[src/rtl/calc_pkg.sv]
// calc_pkg: opcode and FSM state encodings shared by the calculator blocks.
package calc_pkg;
  localparam logic [2:0] OP_ADD = 3'd0;
  localparam logic [2:0] OP_SUB = 3'd1;
  localparam logic [2:0] OP_AND = 3'd2;
  localparam logic [2:0] OP_OR  = 3'd3;
  localparam logic [2:0] OP_XOR = 3'd4;
  localparam logic [2:0] OP_MUL = 3'd5;
  localparam logic [2:0] OP_DIV = 3'd6;
  localparam logic [2:0] OP_ILL = 3'd7;
  localparam logic [2:0] S_IDLE = 3'd0;
  localparam logic [2:0] S_EXEC = 3'd1;
  localparam logic [2:0] S_MULT = 3'd2;
  localparam logic [2:0] S_DIV  = 3'd3;
  localparam logic [2:0] S_DONE = 3'd4;
  localparam logic [2:0] S_ERR  = 3'd5;
endpackage

[src/rtl/calc_iter_muldiv.sv]
// calc_iter_muldiv: shared W-cycle engine, shift-add multiply (mode=0) or restoring divide (mode=1).
// Operands load on start; fin pulses one cycle after the last iteration.
module calc_iter_muldiv #(parameter int W = 4) (
  input  logic         clk,
  input  logic         rst,
  input  logic         start,
  input  logic         mode,
  input  logic [W-1:0] a,
  input  logic [W-1:0] b,
  output logic [W-1:0] hi,
  output logic [W-1:0] lo,
  output logic         fin
);
  localparam int CW = $clog2(W + 1);
  logic [W-1:0] m, nh, nl;
  logic [CW-1:0] cnt;
  logic md, run;
  logic [W:0] s, t, d;
  // Remainder stays below the divisor, so d[W] is a clean borrow flag.
  always_comb begin
    s  = {1'b0, hi} + (lo[0] ? {1'b0, m} : '0);
    t  = {hi, lo[W-1]};
    d  = t - {1'b0, m};
    nh = md ? (d[W] ? t[W-1:0] : d[W-1:0]) : s[W:1];
    nl = md ? {lo[W-2:0], ~d[W]} : {s[0], lo[W-1:1]};
  end
  always_ff @(posedge clk or negedge rst)
    if (!rst) begin
      hi <= '0; lo <= '0; m <= '0; md <= 1'b0; run <= 1'b0; cnt <= '0; fin <= 1'b0;
    end else begin
      fin <= 1'b0;
      if (start) begin
        hi <= '0; lo <= mode ? a : b; m <= mode ? b : a; md <= mode; run <= 1'b1; cnt <= CW'(W - 1);
      end else if (run) begin
        hi <= nh; lo <= nl; cnt <= cnt - 1'b1;
        if (cnt == '0) begin run <= 1'b0; fin <= 1'b1; end
      end
    end
endmodule

[src/rtl/calc_unit_param.sv]
// calc_unit_param: W-bit calculator with ALU ops, iterative mult/div, busy flag and sticky error.
// Define CALC_SIGNED_EN for two's-complement mult/div and signed subtract compare.
module calc_unit_param
  import calc_pkg::*;
#(parameter int W = 4) (
  input  logic         clk,
  input  logic         rst,
  input  logic         go,
  input  logic [W-1:0] x,
  input  logic [W-1:0] y,
  input  logic [2:0]   F,
  output logic         busy,
  output logic         done,
  output logic         error,
  output logic [W-1:0] out_h,
  output logic [W-1:0] out_l,
  output logic [2:0]   cs
);
  logic [W-1:0] xr, yr, hi, lo, ma, mb, alu_h, alu_l, qm, rm;
  logic [2*W-1:0] pm;
  logic [2:0] fr;
  logic [W:0] sum;
  logic bad, lt, fin, st;
`ifdef CALC_SIGNED_EN
  logic sq, sr;
  // Engine works on magnitudes; signs are reapplied when results are captured.
  assign ma  = x[W-1] ? -x : x;
  assign mb  = y[W-1] ? -y : y;
  assign bad = y == '0 || (x == {1'b1, {(W-1){1'b0}}} && y == '1);
  assign lt  = $signed(xr) < $signed(yr);
  assign pm  = sq ? -{hi, lo} : {hi, lo};
  assign qm  = sq ? -lo : lo;
  assign rm  = sr ? -hi : hi;
`else
  assign ma  = x;
  assign mb  = y;
  assign bad = y == '0;
  assign lt  = xr < yr;
  assign pm  = {hi, lo};
  assign qm  = lo;
  assign rm  = hi;
`endif
  assign sum = {1'b0, xr} + {1'b0, yr};
  always_comb begin
    alu_l = fr == OP_ADD ? sum[W-1:0] : fr == OP_SUB ? xr - yr : fr == OP_AND ? xr & yr :
            fr == OP_OR ? xr | yr : xr ^ yr;
    alu_h = fr == OP_ADD ? W'(sum[W]) : fr == OP_SUB ? {W{lt}} : '0;
  end
  assign st = cs == S_IDLE && go && (F == OP_MUL || (F == OP_DIV && !bad));
  calc_iter_muldiv #(.W(W)) u_iter (
    .clk(clk), .rst(rst), .start(st), .mode(F == OP_DIV), .a(ma), .b(mb),
    .hi(hi), .lo(lo), .fin(fin)
  );
  always_ff @(posedge clk or negedge rst)
    if (!rst) begin
      cs <= S_IDLE; busy <= 1'b0; done <= 1'b0; error <= 1'b0;
      out_h <= '0; out_l <= '0; xr <= '0; yr <= '0; fr <= '0;
`ifdef CALC_SIGNED_EN
      sq <= 1'b0; sr <= 1'b0;
`endif
    end else begin
      done <= 1'b0;
      case (cs)
        S_IDLE: if (go) begin
          xr <= x; yr <= y; fr <= F; error <= 1'b0; busy <= 1'b1;
`ifdef CALC_SIGNED_EN
          sq <= x[W-1] ^ y[W-1]; sr <= x[W-1];
`endif
          cs <= (F == OP_ILL || (F == OP_DIV && bad)) ? S_ERR :
                F == OP_MUL ? S_MULT : F == OP_DIV ? S_DIV : S_EXEC;
        end
        S_EXEC: begin out_h <= alu_h; out_l <= alu_l; cs <= S_DONE; end
        S_MULT: if (fin) begin {out_h, out_l} <= pm; cs <= S_DONE; end
        S_DIV:  if (fin) begin out_h <= rm; out_l <= qm; cs <= S_DONE; end
        S_DONE: begin done <= 1'b1; busy <= 1'b0; cs <= S_IDLE; end
        S_ERR:  begin error <= 1'b1; out_h <= '0; out_l <= '0; cs <= S_DONE; end
        default: cs <= S_IDLE;
      endcase
    end
endmodule

[config.mk]
export PLATFORM = sky130hd
export DESIGN_NAME = calc_unit_param
export DESIGN_NICKNAME = d
export VERILOG_FILES = /design/src/rtl/calc_pkg.sv /design/src/rtl/calc_iter_muldiv.sv /design/src/rtl/calc_unit_param.sv
export SDC_FILE = /design/constraint.sdc
export NUM_CORES = 1
export LEC_CHECK = 0
export ABC_AREA = 0
export CAP_MARGIN = 20
export CORE_MARGIN = 1
export CORE_UTILIZATION = 50
export CTS_BUF_LIST = sky130_fd_sc_hd__clkbuf_2
export CTS_CLUSTER_DIAMETER = 50
export DETAILED_ROUTE_END_ITERATION = 10
export HOLD_SLACK_MARGIN = 0.12
export PLACE_DENSITY = 0.71
export SETUP_SLACK_MARGIN = 0.3
export SLEW_MARGIN = 10
export SYNTH_ARGS = -nofsm -noshare
export SYNTH_HDL_FRONTEND = slang
export SYNTH_SLANG_ARGS = --single-unit
[constraint.sdc]
create_clock -name clk -period 2.7 [get_ports clk]
set_input_delay 0.27 -clock clk [delete_from_list [all_inputs] [get_ports clk]]
set_output_delay 0.27 -clock clk [all_outputs]
set_load 0.02 [all_outputs]
### Word level (Yosys, flattened, before mapping)

Cells that the tools add are included.

* bits in registers: 43
* input port bits: 14
* output and inout port bits: 14
* logic and storage cells: 100

* add/sub/neg operators: 5
* order comparisons: 1
* equal/unequal tests: 13
* muxes and demuxes: 39
* bitwise gates (word level): 4
* reductions and logical operators: 22

Operator list (number)
* $mux 4: 18
* $pmux 4 s3: 2
* $eq 3x3->1 const B: 5
* $mux 3: 5
* $eq 3x2->1 const B: 4
* $reduce_and 2->1: 5
* $logic_not 3->1: 3
* $mux 1: 9
* $pmux 3 s3: 1
* $eq 3x1->1 const B: 2
* $reduce_bool 2->1: 3
* $add 4x4->5: 1
* $add 4x5->5: 1
* $sub 5x4->5: 1
* $and 4x4->4: 1
* $logic_and 1x1->1: 4
* $logic_not 4->1: 1
* $lt 4x4->1: 1
* $mux 2: 2
* $or 4x4->4: 1
* $pmux 1 s2: 2
* $reduce_or 2->1: 2
* $sub 4x4->4: 1
* $xor 4x4->4: 1
* other kinds (7): 8

### Longest topological paths before layout

Gate-level depths: netlist of run 1.

* depth in word-level cells: 6
* gate-level depth with buffers: 9
* depth with buffers taken out: 9

### Cells and area by module

A second synthesis of run 1 with hierarchy kept.

* cells, all modules: 328
* area, all modules: 2986.6 um^2

Modules (own cells, without submodules)
* calc_unit_param: instances 1, cells an instance 173, area an instance 1609.0 um^2, sequential area each 625.6 um^2
* calc_iter_muldiv: instances 1, cells an instance 155, area an instance 1377.6 um^2, sequential area each 450.4 um^2

### Least setup slack after synthesis of run 1

Ideal clock, no wire load.

* path kind: reg-to-reg
* start: reg u_iter.lo[3]
* end: reg u_iter.hi[0]
* library setup time: 0.123 ns
* arrival: 1.892 ns
* data required time: 2.577 ns
* setup slack: 0.685 ns
* cell stages (with the launch flop): 10
* buffers on the path: 0
* clock period less this slack: 2.015 ns
* path through: dfrtp_1 > inv_1 > ha_1 > inv_1 > fa_1 > a21o_1 > a21oi_2 > xnor2_2 > mux2i_1 > o221a_2

* longest elaborated chain between the ends: 5

Ends and longest elaborated chain
* start, declared: RTL line calc_iter_muldiv.sv:11 `output logic [W-1:0] lo,`
* start signal, assigned: RTL line calc_iter_muldiv.sv:35 `hi <= nh; lo <= nl; cnt <= cnt - 1'b1;`
* $sub 5x4->5: RTL line calc_iter_muldiv.sv:23 `d = t - {1'b0, m};`
* $mux 4 * (2 in series): RTL line calc_iter_muldiv.sv:24 `nh = md ? (d[W] ? t[W-1:0] : d[W-1:0]) : s[W:1];`
* $mux 4 *: RTL line calc_iter_muldiv.sv:34 `end else if (run) begin`
* $mux 4 *: RTL line calc_iter_muldiv.sv:32 `if (start) begin`
* end signal, assigned: RTL line calc_iter_muldiv.sv:35
* end, declared: RTL line calc_iter_muldiv.sv:10 `output logic [W-1:0] hi,`

Mark *: on every way between the ends. The rest lies on a longest branch, timed or not. The select of a mux whose other input is x is not followed.
A chain may end at the register's enable or synchronous reset.

### Final worst setup path of run 1

Same ends and word-level chain as after synthesis.

==> reports/results.tsv, run 1 <==
stage	metric	value	unit
pwr	switching share of total power	45.52	%
die	Core ar.	0.005473	mm^2
pwr	Leak	1.477	nW
setup_path	Worst setup EP type	flop	
clock_tree	Skew-Pair Late Insertion Delay	0.40	ns
sta	final clock skew	0.02951	ns
synthesis	Cell Area, Synth	0.002834	mm^2
setup_path	crit path cell chain	inv_1 > ha_1 > inv_1 > fa_1 > a21o_1 > a21oi_2 > xnor2_2 > mux2i_1 > o221a_2	
synthesis	Syn Inst Count	309	
synthesis	Mean Syn Cell Area	9.171	um^2
sta	Min Hold Slack	0.4480	ns
finish	most frequent cells in the layout	46 x nand2_1, 43 x dfrtp_1, 28 x inv_1, 26 x clkdlybuf4s50_1, 22 x ha_1	
synthesis	main flop type after synthesis	dfrtp_1	
route	drc violations	0	
setup_path	Slowest-stage cell, CP	dfrtp_1	
route	WL final	5965	um
setup_path	Critical Path Max Stage Delay	0.46	ns
setup_path	Buffers & Inverters on Critical Path	2	
sta	Max Slew Vio Count	0	
route	Vias	2227	
synthesis	synth unique cells	51	
die	die area	0.005973	mm^2
setup_path	Setup CP Type	reg2reg	
clock_tree	H-tree depth	2	
sta	final worst path period share	81.64	%
setup_path	crit-path most repeated cell	inv_1	
finish	most common cell after layout, fill and taps aside	nand2_1	
pwr	Max VDD drop	446.1	uV
clock_tree	CTS Sinks	43	
placed_design	Port Buffers	27	
clock_tree	Inserted Clock Buffers	5	
synthesis	post-synthesis register bit count	43	
route	DR WL/cell	14.73	um
finish	register area	0.001076	mm^2
sta	setup TNS	0	ns
sta	max_slew headroom	37.04	%
finish	Multi-input gate area	0.001583	mm^2
global_routing	gr usage total	21.67	%
synthesis	net count after synthesis	349	
global_routing	GRT overflow	0	
route	post-route ant nets	0	
clock_tree	clock-pin transition on the worst setup and hold timing paths	0.21	ns
run	max-cap violation count	0	
clock_tree	clock buffer depth	2	
global_routing	first-pass GRT wire length	10220	um
synthesis	Seq/Total Area, Yosys	37.97	%
sta	Max Fclk	453.7	MHz
synthesis	Syn. warnings	0	
route	Iteration-0 DRC Markers	103	
sta	final hold violations	0	
setup_path	kind of start point of the critical path	flop	
setup_path	Worst EP arrival	2.57	ns
finish	Antenna Cells	0	
run_status	status	finished clean	
die	# rows	27	
sta	Setup-failing EPs final	0	
setup_path	Crit path max-delay family	compound AO/OA/AOI/OAI gates	
pwr	Int Power	0.002313	W
clock_tree	Post-CTS Setup Repair Bufs	0	
synthesis	Post-synth ARST share	100.0	%
global_routing	largest net degree at the start of global routing	44	
route	Vias/cell	5.499	
setup_path	crit-path max FO	5	
finish	# nets final	373	
clock_tree	Resized Gates After CTS	0	
pwr	combinational share of power	59.0	%
global_routing	vias in the first global route	2173	
die	die extent in y	77.29	um
pwr	Psw	0.001933	W
die	Ports	28	
die	Die X	77.29	um
worst_hold_path	Min-Delay Path Class	in2reg	
clock_tree	CTS tree	yes	
setup_path	worst endpoint required time	3.07	ns
pwr	share of power burned in registers	32.6	%
finish	share of layout cells above drive strength 1	7.207	%
pwr	clock group share of total power	8.4	%
placed_design	Placer Congestion	0.8702	
clock_tree	hold_buf cts	1	
sta	Slew @ Worst Pin	0.9444	ns
sta	fin crit period	2.204	ns
placed_design	Post-DP HPWL	4536	um
die	starting density of the core	51.78	%
finish	Layout area overhead	13.33	%
sta	RSZ-0062 raised after global routing	no	
pwr	Power Dens Cells	1322	mW/mm^2
synthesis	Post-synth EDFFs	0	
global_routing	initial antenna violation count	0	
route	drt first pass iters	4	
clock_tree	root buffer cell	clkbuf_2	
finish	Fillers	534	
-- per-layer routing --
metal	track usage, %	vias to the layer above	wire (um)
met1	30.94	1054	2969
li1	-	1109	-
met5	0	-	0
met3	4.286	5	288
met2	33.45	59	2661
met4	5.472	0	46
-- worst paths after layout --
kind	start	to	slack [ns]	cells past startpoint
max reg2reg	u_iter.lo[3]$_DFFE_PN0P_	u_iter.hi[0]$_DFFE_PN0P_	0.50	9
min reg2reg	u_iter.fin$_DFF_PN0_	cs[1]$_DFFE_PN0P_	0.49	1
min	go	cs[0]$_DFFE_PN0P_	0.45	3
max	u_iter.lo[3]$_DFFE_PN0P_	u_iter.hi[0]$_DFFE_PN0P_	0.50	9
min in group asynchronous	rst	cs[0]$_DFFE_PN0P_	0.51	2
max in group asynchronous	rst	u_iter.lo[2]$_DFFE_PN0P_	1.58	2
-- per-stage QoR --
step           cells  power, W  util [%]  setup WS (ns)  area [um^2]
6_report         405  0.004245     58.69         0.4958         3212
5_1_grt          405  0.004657     58.69         0.3783         3212
4_1_cts          405  0.004271     58.69         0.5079         3212
3_5_place_dp     397  0.003907     57.41         0.5354         3142
3_3_place_gp     397  0.003830     57.41         0.5852         3142
2_1_floorplan    309  0.003236         -         0.6855         2834
-- tightest hold or removal path, stage by stage --
cell and delay, ns:
clkdlybuf4s50_1 0.43, nand3_1 0.09, a21oi_1 0.06
-- cells in the mapped netlist (2+ instances only) --
| library cell | count | area share [%] |
|---|---|---|
| o22ai_1 | 2 | 0.44 |
| and2_1 | 3 | 0.66 |
| a31oi_1 | 4 | 0.88 |
| fa_1 | 4 | 2.8 |
| nand3b_1 | 3 | 0.79 |
| nor2b_1 | 4 | 0.88 |
| nor2_1 | 14 | 1.9 |
| o21ai_0 | 18 | 3.2 |
| o211ai_1 | 8 | 2.1 |
| xnor2_1 | 5 | 1.5 |
| dfrtp_1 | 43 | 38 |
| a22oi_1 | 6 | 1.6 |
| nand2b_1 | 2 | 0.44 |
| xor2_1 | 3 | 0.93 |
| mux2i_1 | 12 | 4.2 |
| o221a_2 | 2 | 0.79 |
| nand3_1 | 3 | 0.53 |
| a21oi_1 | 18 | 3.2 |
| inv_1 | 28 | 3.7 |
| o21ai_1 | 15 | 2.6 |
| nand2_1 | 46 | 6.1 |
| mux2_2 | 2 | 0.79 |
| clkbuf_1 | 7 | 0.93 |
| a21o_1 | 5 | 1.3 |
| buf_2 | 5 | 0.88 |
| ha_1 | 22 | 9.7 |
-- sequential cells by signal, summed over array words and instances, names as in the netlist --
signal and cells:
u_iter.run 1, cs 3, u_iter.cnt 3, u_iter.hi 4, fr 3, out_h 4, done 1, xr 4
u_iter.md 1, u_iter.lo 4, busy 1, u_iter.fin 1, out_l 4, error 1, yr 4, u_iter.m 4
-- cells by family (layout without fill, tap and decap cells) --
family                   count (synthesis)  after routing  share of synthesized area (%)
buffers and inverters                   42             66                          6.181
AO/OA/AOI/OAI                           89             89                          19.74
adder cells (fa/ha/maj)                 26             26                          12.54
flip-flops                              43             43                          37.97
AND/OR/NAND/NOR                         85             85                          14.70
XOR/XNOR                                 9              9                          3.047
multiplexers                            15             15                          5.828
-- power groups by stage --
stage	clock, W	combinational, W	sequential, W
after floorplan	0	0.00192	0.00132
after detailed placement	0	0.00251	0.00140
after global placement	0	0.00244	0.00139
after CTS	0.000371	0.00252	0.00138
final	0.000356	0.00251	0.00138
after global routing	0.000388	0.00282	0.00145
-- cell type report --
class	instances	area share, %
Clock buffer	6	0.9349
Clock inverter	1	0.9349
Inverter	28	3.272
Multi-Input combinational cell	224	49.28
Sequential cell	43	33.50
Tap cell	72	2.805
Timing Repair Buffer	31	9.272
No activity file was read; power rests on OpenSTA's default activity.
==> inputs of run 2 (changes only) <==
--- a/config.mk
+++ b/config.mk
@@ -13,7 +13,7 @@
 export CTS_CLUSTER_DIAMETER = 50
 export DETAILED_ROUTE_END_ITERATION = 10
 export HOLD_SLACK_MARGIN = 0.12
-export PLACE_DENSITY = 0.71
+export PLACE_DENSITY = 0.74
 export SETUP_SLACK_MARGIN = 0.3
 export SLEW_MARGIN = 10
 export SYNTH_ARGS = -nofsm -noshare
==> constraint.sdc (replaced) <==
create_clock -name clk -period 2 [get_ports clk]
set_input_delay 0.2 -clock clk [delete_from_list [all_inputs] [get_ports clk]]
set_output_delay 0.2 -clock clk [all_outputs]
set_load 0.02 [all_outputs]
==> reports/results.tsv, run 2 (synthesis results as in run 1) <==
stage	metric	value	unit	change
clock_tree	root buffer cell	clkbuf_2		
placed_design	Post-DP HPWL	4676	um	+3.1%
setup_path	worst endpoint required time	2.35	ns	-0.72 ns
sta	final clock skew	0.01530	ns	-0.01421 ns
die	Core ar.	0.005473	mm^2	unchanged
clock_tree	clock-pin transition on the worst setup and hold timing paths	0.22	ns	about the same
run_status	failing checks	negative setup slack		
sta	final worst path period share	105.8	%	+24 points
route	drt first pass iters	4		unchanged
finish	most common cell after layout, fill and taps aside	nand2_1		
global_routing	initial antenna violation count	0		unchanged
pwr	Leak	1.663	nW	+13%
sta	Max Fclk	472.7	MHz	+4.2%
setup_path	Setup CP Type	reg2reg		
finish	Antenna Cells	0		unchanged
sta	RSZ-0062 raised after global routing	yes		
pwr	Max VDD drop	708.4	uV	+59%
clock_tree	Inserted Clock Buffers	5		unchanged
clock_tree	CTS Sinks	43		unchanged
finish	# nets final	403		+8.0%
placed_design	Placer Congestion	0.8668		-0.39%
route	post-route ant nets	0		unchanged
route	WL final	6792	um	+14%
global_routing	GRT overflow	0		unchanged
setup_path	crit-path max FO	2		-3
pwr	Pwr Total	0.006508	W	+53%
clock_tree	CTS tree	yes		
die	Ports	28		unchanged
route	DR WL/cell	15.61	um	+6.0%
clock_tree	H-tree depth	2		unchanged
setup_path	reg-to-reg setup timing slack	-0.12	ns	-0.61 ns
route	Vias	2425		+8.9%
sta	max_slew headroom	63.49	%	+26 points
placed_design	Port Buffers	27		unchanged
global_routing	vias in the first global route	2282		+5.0%
run_status	status	complete, but fails checks		
finish	final instance area	0.003580	mm^2	+11%
route	drc violations	0		unchanged
sta	Min Hold Slack	0.3648	ns	-0.08319 ns
route	Iteration-0 DRC Markers	168		+63%
placed_design	dpl ws	-0.03303	ns	-0.5684 ns
clock_tree	Skew-Pair Late Insertion Delay	0.41	ns	about the same
sta	Setup-failing EPs final	3		+3
setup_path	Worst setup EP type	flop		
finish	Fillers	444		-17%
die	starting density of the core	51.78	%	unchanged
die	Die X	77.29	um	unchanged
sta	final setup margin	-0.1155	ns	-0.6113 ns
setup_path	Worst EP arrival	2.46	ns	-0.11 ns
global_routing	first-pass GRT wire length	10790	um	+5.6%
global_routing	largest net degree at the start of global routing	44		unchanged
run	max-cap violation count	0		unchanged
worst_hold_path	Min-Delay Path Class	in2async		
setup_path	r2r startpoint	yr[0]$_DFFE_PN0P_		
finish	share of layout cells above drive strength 1	22.87	%	+16 points
sta	fin crit period	2.115	ns	-0.08869 ns
die	die area	0.005973	mm^2	unchanged
die	# rows	27		unchanged
placed_design	Placed Area	0.003259	mm^2	+3.7%
finish	Util after Layout	65.41	%	+6.7 points
finish	Layout area overhead	26.31	%	
setup_path	Worst Reg-to-Reg Cells	7		-2
die	die extent in y	77.29	um	unchanged
route	Vias/cell	5.575		+1.4%
sta	final hold violations	0		unchanged
sta	Slew @ Worst Pin	0.5476	ns	-0.3968 ns
setup_path	Reg-to-Reg End	out_l[1]$_DFFE_PN0P_		
global_routing	gr usage total	23.25	%	+1.6 points
clock_tree	clock buffer depth	2		unchanged
pwr	Power Dens Cells	1818	mW/mm^2	+38%
sta	Max Slew Vio Count	0		unchanged
setup_path	kind of start point of the critical path	flop		
finish	most frequent cells in the layout	45 x nand2_1, 40 x dfrtp_1, 30 x buf_4, 22 x inv_1, 21 x clkdlybuf4s50_1		
## run 2: changes by cell type in the layout (fill, tap and decap cells not counted), moves of 5 or more
cell	delta
inv_1	-6
clkdlybuf4s50_1	-5
ha_1	-6
a21oi_1	-7
inv_2	+5
a21oi_2	+7
buf_4	+27
ha_4	+6
## run 2: per-layer routing
layer  wire length [um]  GRT usage [%]  up-vias
li1                   -              -     1165
met1               3144          32.34     1161
met2               3234          36.19       87
met3                329          4.643       12
met4                 84          7.547        0
met5                  0              0        -
## run 2: timing repair
action / CTS / global route
pin swaps: 10 / 12
gates resized for setup: 17 / 25
hold buffers: 1 / 0
cloned: 0 / 0
setup endpoints to repair: 15 / 19
hold endpoints to repair: 43 / 0
setup buffers: 9 / 6
## run 2: critical path, cell delays in order, from the launching register on
cell	delay (ns)
dfrtp_2	0.50
ha_4	0.18
fa_2	0.52
inv_1	0.04
mux4_2	0.45
o21ai_2	0.15
a22oi_2	0.08
a21oi_2	0.13
## run 2: worst max path at each step
stage | from | end | slack [ns] | depth (start not counted)
after detailed placement | u_iter.lo[3]$_DFFE_PN0P_ | u_iter.hi[0]$_DFFE_PN0P_ | -0.03 | 9
after global routing | yr[0]$_DFFE_PN0P_ | out_l[1]$_DFFE_PN0P_ | -0.17 | 7
after global placement | u_iter.lo[3]$_DFFE_PN0P_ | u_iter.hi[0]$_DFFE_PN0P_ | 0.02 | 9
after CTS | u_iter.lo[3]$_DFFE_PN0P_ | u_iter.hi[0]$_DFFE_PN0P_ | -0.05 | 9
after floorplan | u_iter.lo[3]$_DFFE_PN0P_ | u_iter.hi[0]$_DFFE_PN0P_ | 0.04 | 9
final | yr[0]$_DFFE_PN0P_ | out_l[1]$_DFFE_PN0P_ | -0.12 | 7
## run 2: power breakdown
part	internal [W]	total, W	switching [W]
clock network	0.0000740	0.000349	0.000276
logic	0.00214	0.00431	0.00218
registers	0.00130	0.00185	0.000546
## run 2: area by class of cell
| class | instances | area [um^2] | share of cell area [%] |
|---|---|---|---|
| Tap cell | 72 | 90.09 | 2.517 |
| Clock buffer | 5 | 25.02 | 0.6991 |
| Sequential cell | 43 | 1080 | 30.16 |
| Clock inverter | 2 | 8.758 | 0.2447 |
| Multi-Input combinational cell | 224 | 1720 | 48.06 |
| Inverter | 28 | 107.6 | 3.006 |
| Timing Repair Buffer | 61 | 548.0 | 15.31 |
## run 2: metrics by stage
stage | std cells | setup TNS [ns]
after detailed placement | 412 | -0.03303
after CTS | 429 | -0.1165
final | 435 | -0.2225
after global placement | 412 | 0
after floorplan | 309 | 0
after global routing | 435 | -0.5810
